File: config.mk
export PLATFORM = sky130hd
export DESIGN_NAME = bcd_xs3_sched_flat
export DESIGN_NICKNAME = d
export VERILOG_FILES = /design/src/rtl/bcd_xs3_pkg.sv /design/src/rtl/bcd_xs3_sched_if.sv /design/src/rtl/bcd_xs3_serial.sv /design/src/rtl/bcd_xs3_sched.sv /design/src/flat_wrapper.sv
export SDC_FILE = /design/constraint.sdc
export NUM_CORES = 1
export LEC_CHECK = 0
export CAP_MARGIN = 20
export CORE_UTILIZATION = 48
export CTS_CLUSTER_DIAMETER = 30
export DETAILED_ROUTE_END_ITERATION = 12
export PLACE_DENSITY_LB_ADDON = 0.15
export SETUP_SLACK_MARGIN = 0.2
export SYNTH_ARGS = -nofsm -noshare
export SYNTH_HDL_FRONTEND = slang
export SYNTH_SLANG_ARGS = --single-unit
File: constraint.sdc
create_clock -name clk -period 1.9 [get_ports clk]
set_input_delay 0.19 -clock clk [delete_from_list [all_inputs] [get_ports clk]]
set_output_delay 0.19 -clock clk [all_outputs]
set_load 0.05 [all_outputs]
File: src/rtl/bcd_xs3_pkg.sv
// Shared types and constants for the two-requester BCD to excess-3 scheduler.
// Range checking of incoming digits is enabled by defining BCD_CHECK_EN.
package bcd_xs3_pkg;

    localparam int NUM_REQ    = 2;
    localparam int DIGIT_W    = 4;
    localparam int XS3_OFFSET = 3;

    typedef enum logic [1:0] {
        IDLE  = 2'd0,
        SHIFT = 2'd1,
        DONE  = 2'd2
    } sched_state_t;

    // Converter state: bit position plus pending carry. Position 0 never carries in.
    typedef enum logic [2:0] {
        CV_B0    = 3'd0,
        CV_B1_C0 = 3'd1,
        CV_B1_C1 = 3'd2,
        CV_B2_C0 = 3'd3,
        CV_B2_C1 = 3'd4,
        CV_B3_C0 = 3'd5,
        CV_B3_C1 = 3'd6
    } conv_state_t;

    function automatic logic digit_out_of_range(input logic [DIGIT_W-1:0] d);
        return (d > 4'd9);
    endfunction

endpackage

File: src/rtl/bcd_xs3_sched_if.sv
// Request/response bundle between two digit requesters, the scheduler and its result consumer.
interface bcd_xs3_sched_if;
    logic [1:0] req_valid;
    logic [3:0] req_digit0;
    logic [3:0] req_digit1;
    logic [1:0] req_ready;
    logic       rsp_valid;
    logic       rsp_ready;
    logic [3:0] rsp_digit;
    logic       rsp_id;
    logic       rsp_err;

    modport master (
        output req_valid, req_digit0, req_digit1, rsp_ready,
        input  req_ready, rsp_valid, rsp_digit, rsp_id, rsp_err
    );

    modport slave (
        input  req_valid, req_digit0, req_digit1, rsp_ready,
        output req_ready, rsp_valid, rsp_digit, rsp_id, rsp_err
    );
endinterface

File: src/rtl/bcd_xs3_serial.sv
// Serial LSB-first Mealy machine that adds 3 to a 4-bit digit; the final carry is dropped.
module bcd_xs3_serial
    import bcd_xs3_pkg::*;
(
    input  logic clk,
    input  logic reset,
    input  logic clr,
    input  logic x,
    output logic y
);

    conv_state_t state_r;
    conv_state_t state_nxt_s;

    // State register; clr restarts at bit 0 for a new digit.
    always_ff @(posedge clk) begin
        if (reset || clr) begin
            state_r <= CV_B0;
        end else begin
            state_r <= state_nxt_s;
        end
    end

    // Sum bit and carry for constant addend 0011, one bit per cycle.
    always_comb begin
        y           = 1'b0;
        state_nxt_s = CV_B0;
        case (state_r)
            CV_B0: begin
                y           = ~x;
                state_nxt_s = x ? CV_B1_C1 : CV_B1_C0;
            end
            CV_B1_C0: begin
                y           = ~x;
                state_nxt_s = x ? CV_B2_C1 : CV_B2_C0;
            end
            CV_B1_C1: begin
                y           = x;
                state_nxt_s = CV_B2_C1;
            end
            CV_B2_C0: begin
                y           = x;
                state_nxt_s = CV_B3_C0;
            end
            CV_B2_C1: begin
                y           = ~x;
                state_nxt_s = x ? CV_B3_C1 : CV_B3_C0;
            end
            CV_B3_C0: begin
                y           = x;
                state_nxt_s = CV_B0;
            end
            CV_B3_C1: begin
                y           = ~x;
                state_nxt_s = CV_B0;
            end
            default: begin
                y           = 1'b0;
                state_nxt_s = CV_B0;
            end
        endcase
    end

endmodule

File: src/rtl/bcd_xs3_sched.sv
// Round-robin scheduler sharing one serial excess-3 converter between two requesters.
// Optional BCD_CHECK_EN: digits above 9 are answered in one cycle with rsp_err set.
module bcd_xs3_sched
    import bcd_xs3_pkg::*;
(
    input  logic            clk,
    input  logic            reset,
    bcd_xs3_sched_if.slave  bus
);

    sched_state_t state_r;
    sched_state_t state_nxt_s;
    logic [1:0]   cnt_r;
    logic [3:0]   digit_r;
    logic         id_r;
    logic         last_r;
    logic [2:0]   res_r;
    logic         rsp_valid_r;
    logic [3:0]   rsp_digit_r;
    logic         rsp_id_r;
    logic         grant_s;
    logic [1:0]   ready_s;
    logic         accept_s;
    logic [3:0]   acc_digit_s;
    logic         conv_x_s;
    logic         conv_y_s;
`ifdef BCD_CHECK_EN
    logic         bad_s;
    logic         rsp_err_r;
`endif

    bcd_xs3_serial u_conv (
        .clk   (clk),
        .reset (reset),
        .clr   (accept_s),
        .x     (conv_x_s),
        .y     (conv_y_s)
    );

    // Arbiter: a lone requester wins; on contention the one not granted last wins.
    always_comb begin
        grant_s = 1'b0;
        case (bus.req_valid)
            2'b01:   grant_s = 1'b0;
            2'b10:   grant_s = 1'b1;
            2'b11:   grant_s = ~last_r;
            default: grant_s = 1'b0;
        endcase
        if (state_r == IDLE) begin
            ready_s = {grant_s & bus.req_valid[1], ~grant_s & bus.req_valid[0]};
        end else begin
            ready_s = 2'b00;
        end
        accept_s    = |ready_s;
        acc_digit_s = grant_s ? bus.req_digit1 : bus.req_digit0;
        conv_x_s    = (state_r == SHIFT) ? digit_r[cnt_r] : 1'b0;
`ifdef BCD_CHECK_EN
        bad_s       = digit_out_of_range(acc_digit_s);
`endif
    end

    // FSM state register.
    always_ff @(posedge clk) begin
        if (reset) begin
            state_r <= IDLE;
        end else begin
            state_r <= state_nxt_s;
        end
    end

    // FSM next-state logic.
    always_comb begin
        state_nxt_s = state_r;
        case (state_r)
            IDLE: begin
                if (accept_s) begin
`ifdef BCD_CHECK_EN
                    state_nxt_s = bad_s ? DONE : SHIFT;
`else
                    state_nxt_s = SHIFT;
`endif
                end else begin
                    state_nxt_s = IDLE;
                end
            end
            SHIFT: begin
                if (cnt_r == 2'd3) begin
                    state_nxt_s = DONE;
                end else begin
                    state_nxt_s = SHIFT;
                end
            end
            DONE: begin
                if (rsp_valid_r && bus.rsp_ready) begin
                    state_nxt_s = IDLE;
                end else begin
                    state_nxt_s = DONE;
                end
            end
            default: state_nxt_s = IDLE;
        endcase
    end

    // Datapath: latch request, shift converter output in LSB first, publish result.
    always_ff @(posedge clk) begin
        if (reset) begin
            cnt_r       <= 2'd0;
            digit_r     <= 4'd0;
            id_r        <= 1'b0;
            last_r      <= 1'b1;
            res_r       <= 3'd0;
            rsp_valid_r <= 1'b0;
            rsp_digit_r <= 4'd0;
            rsp_id_r    <= 1'b0;
`ifdef BCD_CHECK_EN
            rsp_err_r   <= 1'b0;
`endif
        end else if (accept_s) begin
            cnt_r   <= 2'd0;
            digit_r <= acc_digit_s;
            id_r    <= grant_s;
            last_r  <= grant_s;
`ifdef BCD_CHECK_EN
            if (bad_s) begin
                rsp_valid_r <= 1'b1;
                rsp_digit_r <= 4'd0;
                rsp_id_r    <= grant_s;
                rsp_err_r   <= 1'b1;
            end
`endif
        end else if (state_r == SHIFT) begin
            cnt_r <= cnt_r + 2'd1;
            res_r <= {conv_y_s, res_r[2:1]};
            if (cnt_r == 2'd3) begin
                rsp_valid_r <= 1'b1;
                rsp_digit_r <= {conv_y_s, res_r};
                rsp_id_r    <= id_r;
`ifdef BCD_CHECK_EN
                rsp_err_r   <= 1'b0;
`endif
            end
        end else if ((state_r == DONE) && rsp_valid_r && bus.rsp_ready) begin
            rsp_valid_r <= 1'b0;
        end
    end

    assign bus.req_ready = ready_s;
    assign bus.rsp_valid = rsp_valid_r;
    assign bus.rsp_digit = rsp_digit_r;
    assign bus.rsp_id    = rsp_id_r;
`ifdef BCD_CHECK_EN
    assign bus.rsp_err   = rsp_err_r;
`else
    assign bus.rsp_err   = 1'b0;
`endif

endmodule

File: src/flat_wrapper.sv
// flat-port wrapper written by rule: the top's interface ports become plain ports
module bcd_xs3_sched_flat import bcd_xs3_pkg::*;
  (clk, reset, bus_req_valid, bus_req_digit0, bus_req_digit1, bus_rsp_ready, bus_req_ready, bus_rsp_valid, bus_rsp_digit, bus_rsp_id, bus_rsp_err);
  bcd_xs3_sched_if bus_i ();
  input  logic clk;
  input  logic reset;
  input wire logic [$bits(bus_i.req_valid)-1:0] bus_req_valid;
  input wire logic [$bits(bus_i.req_digit0)-1:0] bus_req_digit0;
  input wire logic [$bits(bus_i.req_digit1)-1:0] bus_req_digit1;
  input wire logic [$bits(bus_i.rsp_ready)-1:0] bus_rsp_ready;
  output wire logic [$bits(bus_i.req_ready)-1:0] bus_req_ready;
  output wire logic [$bits(bus_i.rsp_valid)-1:0] bus_rsp_valid;
  output wire logic [$bits(bus_i.rsp_digit)-1:0] bus_rsp_digit;
  output wire logic [$bits(bus_i.rsp_id)-1:0] bus_rsp_id;
  output wire logic [$bits(bus_i.rsp_err)-1:0] bus_rsp_err;
  assign bus_i.req_valid = bus_req_valid;
  assign bus_i.req_digit0 = bus_req_digit0;
  assign bus_i.req_digit1 = bus_req_digit1;
  assign bus_i.rsp_ready = bus_rsp_ready;
  assign bus_req_ready = bus_i.req_ready;
  assign bus_rsp_valid = bus_i.rsp_valid;
  assign bus_rsp_digit = bus_i.rsp_digit;
  assign bus_rsp_id = bus_i.rsp_id;
  assign bus_rsp_err = bus_i.rsp_err;
  bcd_xs3_sched u_core (.clk(clk), .reset(reset), .bus(bus_i));
endmodule
# Word level (Yosys, flattened, before mapping)
# Index checks and enable logic that the tools add are counted.
dict set report op_classes {
  n_addsub 1
  multipliers 0
  n_div 0
  order_cmp 1
  n_eq_ne 12
  n_shift 0
  mux 18
  n_bitwise 6
  n_reduce_logical 14
}
# op n
set ops {}
lappend ops {{3-bit one-hot mux with 5 select lines} 1}
lappend ops {{2-bit two-way mux} 5}
lappend ops {{3-bit == test (second input constant)} 3}
lappend ops {{2-bit == test (second input constant)} 4}
lappend ops {{3-bit by 2-bit == test with 1-bit output (second input constant)} 2}
lappend ops {{1-bit two-way mux} 6}
lappend ops {{2-bit one-hot mux with 3 select lines} 1}
lappend ops {{3-bit AND reduction} 2}
lappend ops {{3-bit OR reduction} 2}
lappend ops {{4-bit two-way mux} 1}
lappend ops {{1-bit inverter} 4}
lappend ops {{1-bit one-hot mux with 2 select lines} 2}
lappend ops {{4-bit OR reduction} 1}
lappend ops {{3-bit by 1-bit == test with 1-bit output (second input constant)} 1}
lappend ops {{1-bit logical AND} 3}
lappend ops {{3-bit logical NOT} 1}
lappend ops {{2-bit by 3-bit < comparator with 1-bit output (second input constant)} 1}
lappend ops {{3-bit two-way mux} 1}
lappend ops {{2-bit by 1-bit adder with 2-bit output (second input constant)} 1}
lappend ops {{1-bit AND} 2}
lappend ops {{1-bit binary-select mux with 2-bit select} 1}
lappend ops {{2-bit by 1-bit == test with 1-bit output (second input constant)} 1}
lappend ops {{2-bit logical NOT} 1}
lappend ops {{2-bit inequality test (second input constant)} 1}
lappend ops {{4 further kinds} 4}
dict set report word_totals {
  reg_bits 22
  latchBits 0
  ramBits 0
  romBits 0
  inputBits 13
  memories 0
}

# Logic depth before layout (Yosys ltp)
# Gate-level depths: netlist (run 1).
dict set report depth {
  depth_word 8
  mapped_depth 5
  ltp_nobuf 4
}

# Modules after synthesis
# A second synthesis (run 1) with hierarchy kept.
dict set report unflattened {
  cells_unflattened 109
  area_unflattened_um2 1052.3
}
# module n_inst cells_per_inst area_each_um2
set modules_own_cells {}
lappend modules_own_cells {bcd_xs3_sched 1 90 874.6}
lappend modules_own_cells {bcd_xs3_serial 1 19 177.7}

# Worst setup path before layout (run 1)
# No wires, ideal clock.
dict set report synth_path {
  path_kind {register to output}
  from {reg u_core.state_r[0]}
  to {out bus_req_ready[0]}
  arrival_time_ps 1473
  required_ps 1710
  slack_ps 237
  stages_incl_launch_ff 4
  n_path_buf 1
  cell_sequence {dfxtp_1 > clkbuf_1 > or3b_1 > nor2_1}
}
dict set report synth_between {
  elab_chain_cells 2
}
# item line_no
set synth_lines {}
lappend synth_lines {{start: declaration} bcd_xs3_sched.sv:11} ;# sched_state_t state_r;
lappend synth_lines {{start signal: assignment} bcd_xs3_sched.sv:67} ;# state_r <= state_nxt_s;
lappend synth_lines {{2-bit logical NOT} bcd_xs3_sched.sv:49} ;# if (state_r == IDLE) begin
lappend synth_lines {{2-bit two-way mux} bcd_xs3_sched.sv:49}
lappend synth_lines {{end: declaration} flat_wrapper.sv:11} ;# output wire logic [$bits(bus_i.req_ready)-1:0] bus_req_ready;
# No other way between the ends.

# Final worst setup path (run 1)
dict set report layout_path {
  from {reg u_core.rsp_digit_r[1] (netlist: u_core.bus.rsp_digit[1])}
  to {out bus_rsp_digit[1]}
}
# item line_no
set layout_rtl {}
lappend layout_rtl {{start: declaration} bcd_xs3_sched.sv:19} ;# logic [3:0] rsp_digit_r;
lappend layout_rtl {{start signal: assignment} bcd_xs3_sched.sv:136} ;# rsp_digit_r <= {conv_y_s, res_r};
lappend layout_rtl {{end: declaration} flat_wrapper.sv:13} ;# output wire logic [$bits(bus_i.rsp_digit)-1:0] bus_rsp_digit;
# No word-level cell between the ends.

==> summary.txt, run 1 <==
Outcome
  – Outcome: finished, final reports clean

Logic synthesis
  – Register area share after synthesis: 44.3%
  – Mux cell area share after synthesis: 13.3%
  – Post-synth top area cell: dfxtp_1
  – Post-synthesis register bit count: 22
  – Simple-gate share of the synthesized area: 16.9%
  – Count leader, synth: dfxtp_1
  – Commonest cells post-synth: 22 x dfxtp_1, 15 x nor2_1, 11 x mux2i_1
  – Post-synth top area share: 44.3%
  – Synth Area in Compound Gates: 19.5%
  – Xor-xnor portion of the synthesized cell area: 0.881%
  – Avg Inst Size Synth: 9.56 µm²
  – Unique masters post-synth: 33
  – Cells after synthesis: 104
  – Primary FF master, synth: dfxtp_1
  – Post-synth ARST share: 0%
  – Post-Synth Adder-Cell Area: 1.26%
  – Total number of yosys warnings: 0
  – Post-synth EDFFs: 0
  – Main combinational cell family by area after synthesis: compound AO/OA/AOI/OAI gates
  – Synth area leaders: dfxtp_1 44%, mux2i_1 11%, nor2_1 5.7%
  – Syn Std Cell Area: 995 µm²
  – Syn_nets: 118

Placed design
  – Buffers on Ports: 20
  – RePlAce Congestion: 0.767
  – Number of instances in the placed design: 148
  – Final HPWL DP: 1.48 mm

Route
  – DR WL/cell: 12.8 µm
  – Vias/cell: 5.41
  – Total Wirelength: 1.95 mm
  – Drt initial violations: 13
  – Antenna Violating Nets Remaining: 0
  – Drt drc: 0
  – Via count: 827
  – Drt pass-1 iters: 4

Power
  – Flop pwr share: 57.1%
  – Clock network power share: 22.3%
  – Net Sw Frac: 26.0%
  – Net Sw Power: 0.231 mW
  – Max VDD drop: 0.469 mV
  – Leakage: 0.515 nW
  – Int Pwr: 0.656 mW
  – Gate power share: 20.6%
  – P per Cell Area: 693 nW/µm²

Worst setup path
  – Buf/Inv on CP: 1
  – Critical path fanouts, max: 2
  – Worst r2r dst: u_core.res_r[2]
  – Critical Path End Type: output pin
  – CP cell instances: clkdlybuf4s50_1
  – Kind of critical path: register to output pin
  – Worst R2R Setup Slack: 0.28 ns
  – Reg2reg start: u_core.cnt_r[0]
  – FF-to-FF path depth: 3
  – CP delay by family, top: buffers and inverters
  – CP max stage cell: clkdlybuf4s50_1
  – Worst EP arrival: 1.45 ns
  – Startpoint types: register
  – CP peak stage delay: 0.81 ns
  – Critical Path RT: 1.71 ns

Timing
  – Slew Viols, Final: 0
  – Post-route setup TNS: 0 ns
  – Final Skew: 0.00109 ns
  – Worst Tran Pin Value: 0.502 ns
  – Hold slack: 0.510 ns
  – Final setup fails: 0
  – Fin crit period: 1.64 ns
  – Worst relative slew slack: 66.5%
  – RSZ-0062 raised after global routing: no
  – Fmax: 608 MHz
  – Final hold violation count: 0
  – Fin crit share: 86.5%

Floorplan
  – Total Die Area: 2260 µm²
  – Io pins: 22
  – Starting Density: 50.7%
  – FP Rows: 16
  – Die width: 47.5 µm
  – Core box area: 1960 µm²
  – Die Height: 47.5 µm

CTS
  – CTS tree: yes
  – Total CTS buffers: 3
  – Root Buffer: clkbuf_4
  – Clk pin slew, worst setup/hold paths: 0.11 ns
  – Htree depth: 1
  – Clock latency on the worst-skew pair: 0.29 ns
  – CTS Buffer Depth: 2
  – Post-CTS Hold Buffers: 0
  – Clock Sinks: 22

Finish
  – Layout cell share with drive strength beyond 1: 11.9%
  – Area Overhead vs Synth: 28.7%
  – Antenna fix cells: 0
  – Final Instance Count excl. Fillers: 153
  – Layout Utilization: 65.2%
  – Nets: 142

Hold path
  – Hold_sp: u_core.res_r[0]
  – Tightest Hold Check Type: register to register
  – Hold Crit Depth: 2
  – Worst Hold End: u_core.res_r[0]

Global route
  – Number of global-route vias before repair: 771
  – GRT Total Usage: 20.8%
  – Global-route wire length before repair: 3.34 mm
  – Largest net degree at the start of global routing: 15
  – Grt ovf: 0
  – Initial antenna violation count: 0

Flow run
  – MaxCap Viol Count: 0
[how the worst max path moves through the flow]
stage | startpoint | to | depth (start not counted)
after floorplan | u_core.state_r[0] | bus_req_ready[0] | 3
after global placement | u_core.cnt_r[0] | u_core.res_r[2] | 3
after detailed placement | u_core.cnt_r[0] | u_core.res_r[2] | 3
after CTS | u_core.bus.rsp_valid | bus_rsp_valid | 1
after global routing | u_core.bus.rsp_digit[1] | bus_rsp_digit[1] | 1
final | u_core.bus.rsp_digit[1] | bus_rsp_digit[1] | 1
[power groups by stage]
| stage | sequential (mW) | clock [mW] | combinational, mW |
|---|---|---|---|
| after floorplan | 0.509 | 0 | 0.120 |
| after global placement | 0.516 | 0 | 0.169 |
| after detailed placement | 0.517 | 0 | 0.174 |
| after CTS | 0.507 | 0.205 | 0.179 |
| after global routing | 0.510 | 0.226 | 0.200 |
| final | 0.506 | 0.198 | 0.183 |
[worst register-to-register path, cell delays in order (launching register included)]
cell      delay (ns)
dfxtp_2         0.35
mux4_2          0.53
or3_4           0.41
a311oi_2        0.25
[cell type report]
cell class | count | area, µm²
fillers | 186 | 682
multi-input cells | 74 | 519
flip-flops and latches | 22 | 442
repair buffers | 26 | 259
well taps | 27 | 33.8
clock buffers | 3 | 22.5
inverters | 1 | 3.75
[per-stage QoR]
stage               worst slack, ns  cell area, µm²  total power, mW
global placement              0.224            1230            0.685
CTS                           0.210            1270            0.891
floorplan                     0.237             995            0.629
global route                  0.204            1280            0.936
finish                        0.256            1280            0.886
detailed placement            0.190            1230            0.691
[cell families (layout without fill, tap and decap cells)]
group                      after synthesis  count (layout)
and+or+nand+nor                         31              31
AOI/OAI and AO/OA                       28              28
DFF                                     22              22
muxes                                   12              12
buffers and inverters                    8              30
adders and majority gates                1               1
other                                    1               1
xor gates and xnor gates                 1               1
[placed cells by master (no fill, tap or decap), drive strengths merged, types with 2 or more instances in the layout]
master	count
buf	8
nor2b	4
clkbuf	3
a21oi	10
a21o	2
clkdlybuf4s50	17
mux2i	11
dfxtp	22
a211oi	7
nor2	15
and3b	2
and2	3
[flip-flops by register name (all words and copies together) (netlist names)]
signal and flops:
u_core.bus.rsp_digit 4, u_core.digit_r 4, u_core.res_r 3, u_core.u_conv.state_r 3
u_core.cnt_r 2, u_core.state_r 2, u_core.bus.rsp_id 1, u_core.bus.rsp_valid 1
u_core.id_r 1, u_core.last_r 1
[metal layers]
metal	track usage [%]	share of wire, %	routed length, µm
met5	0	0	0
met4	3.43	0.51	10
met3	4.53	1.9	38
met2	35.9	50	968
met1	27.1	48	934
[what timing repair did]
action / 4_1_cts / 5_1_grt
resized for setup: 1 / 2
hold endpoints to repair: 0 / 0
buffers inserted: 1 / 1
setup endpoints to repair: 1 / 3
(Power assumes the default switching activity.)
==> run 2: changes to the inputs <==
Settings changed: SLEW_MARGIN from default to 20.
==> results of run 2 <==
No change in the layout: final DEF, timing and power equal those of run 1.
==> run 3: changes to the inputs <==
Settings changed: SETUP_SLACK_MARGIN 0.2 to 0.1.
==> summary.txt, run 3 (synthesis results as in run 1) <==
Outcome
  – Outcome: finished, final reports clean

Finish
  – Most common cell after layout, fill and taps aside: dfxtp_1
  – Layout cell share with drive strength beyond 1: 9.68%
  – Antenna fix cells: 0
  – Final Instance Count excl. Fillers: 151
  – Most frequent cells in the layout: 22 x dfxtp_1, 18 x clkdlybuf4s50_1, 15 x nor2_1
  – # fillers: 186
  – Nets: 140
  – Area Overhead vs Synth: 26.4%

Route
  – Drt initial violations: 13
  – Antenna Violating Nets Remaining: 0
  – Via count: 813
  – Drt pass-1 iters: 4
  – Drt drc: 0
  – Total Wirelength: 1.91 mm
  – Vias/cell: 5.38
  – DR WL/cell: 12.6 µm

Power
  – Clock network power share: 22.3%
  – Flop pwr share: 57.8%
  – Net Sw Power: 0.226 mW
  – Int Pwr: 0.649 mW
  – Max VDD drop: 0.448 mV
  – Gate power share: 19.9%
  – P per Cell Area: 696 nW/µm²
  – Total power: 0.875 mW
  – Leakage: 0.484 nW
  – Net Sw Frac: 25.8%

Floorplan
  – Core box area: 1960 µm²
  – Total Die Area: 2260 µm²
  – Starting Density: 50.7%
  – Die width: 47.5 µm
  – Die Height: 47.5 µm
  – Io pins: 22
  – FP Rows: 16

Worst setup path
  – Critical path fanouts, max: 6
  – Worst EP arrival: 1.94 ns
  – Buf/Inv on CP: 0
  – CP cell instances: mux4_2, or3_4, a311oi_2
  – Critical Path End Type: register
  – Critical Path RT: 2.11 ns
  – Startpoint types: register
  – CP max stage cell: mux4_2
  – CP peak stage delay: 0.58 ns
  – Levels on crit path: 3
  – Kind of critical path: register to register
  – FF-to-FF path depth: 3
  – CP delay by family, top: multiplexers

Timing
  – Final Skew: 0.00427 ns
  – Slew Viols, Final: 0
  – Worst relative slew slack: 66.9%
  – Fmax: 580 MHz
  – Final hold violation count: 0
  – Worst Tran Pin Value: 0.496 ns
  – Fin crit share: 90.7%
  – Final setup fails: 0
  – Final setup margin: 0.177 ns
  – RSZ-0062 raised after global routing: no
  – Fin crit period: 1.72 ns
  – Post-route setup TNS: 0 ns

Global route
  – Largest net degree at the start of global routing: 15
  – Grt ovf: 0
  – Initial antenna violation count: 0
  – Global-route wire length before repair: 3.30 mm
  – Number of global-route vias before repair: 761
  – GRT Total Usage: 20.5%

CTS
  – Htree depth: 1
  – Root Buffer: clkbuf_4
  – Setup bufs post-CTS: 0
  – PostCTS Resize Cnt: 0
  – Clk pin slew, worst setup/hold paths: 0.11 ns
  – CTS tree: yes
  – Total CTS buffers: 3
  – Post-CTS Hold Buffers: 0
  – Clock latency on the worst-skew pair: 0.29 ns
  – Clock Sinks: 22
  – CTS Buffer Depth: 2

Hold path
  – Hold Crit Depth: 2
  – Tightest Hold Check Type: register to register

Placed design
  – Final HPWL DP: 1.48 mm
  – RePlAce Congestion: 0.767
  – Buffers on Ports: 20
  – Number of instances in the placed design: 148
  – Setup WS pre-CTS: 0.190 ns

Flow run
  – MaxCap Viol Count: 0
run 3: cell count changes in the layout (fill, tap and decap cells not counted):
| cell | change |
|---|---|
| buf_4 | -1 |
| buf_6 | -1 |
| clkdlybuf4s50_1 | +1 |
| dfxtp_1 | +1 |
| dfxtp_2 | -1 |
| dlymetal6s2s_1 | -1 |
run 3: tightest hold or removal path, cell delays in order, from the launching register on:
cell and delay (ns):
dfxtp_1 0.35, mux2i_1 0.06, nor2_1 0.07
run 3: metrics by stage:
stage	util [%]	hold slack, ns	instance area (µm²)
floorplan	-	0.391	995
global placement	62.9	0.473	1230
detailed placement	62.9	0.484	1230
CTS	64.1	0.514	1260
global route	64.1	0.559	1260
finish	64.1	0.509	1260
run 3: power by group through the flow:
stage	Sequential (mW)	Clock (mW)	Combinational, mW
2_1_floorplan	0.509	0	0.120
3_3_place_gp	0.516	0	0.169
3_5_place_dp	0.517	0	0.174
4_1_cts	0.506	0.205	0.175
5_1_grt	0.511	0.221	0.191
6_report	0.506	0.195	0.174
run 3: path summary, 6_finish.rpt:
check | start | to | slack, ns
max | u_core.cnt_r[0] | u_core.res_r[2] | 0.18
min | u_core.res_r[0] | u_core.res_r[0] | 0.51
max reg2reg | u_core.cnt_r[0] | u_core.res_r[2] | 0.18
min reg2reg | u_core.res_r[0] | u_core.res_r[0] | 0.51
run 3: layout make-up:
type                            count  area, µm²  share of cell area (%)
Multi-Input combinational cell     74        519                    41.3
Sequential cell                    22        440                    35.0
Timing Repair Buffer               24        238                    18.9
Tap cell                           27       33.8                    2.69
Clock buffer                        3       22.5                    1.79
Inverter                            1       3.75                   0.299
run 3: metal layers:
layer | vias to the layer above | track usage (%) | share of wire (%)
li1 | 418 | - | -
met1 | 387 | 26.9 | 49
met2 | 6 | 35.1 | 48
met3 | 2 | 4.53 | 1.8
met4 | 0 | 3.43 | 0.63
met5 | - | 0 | 0
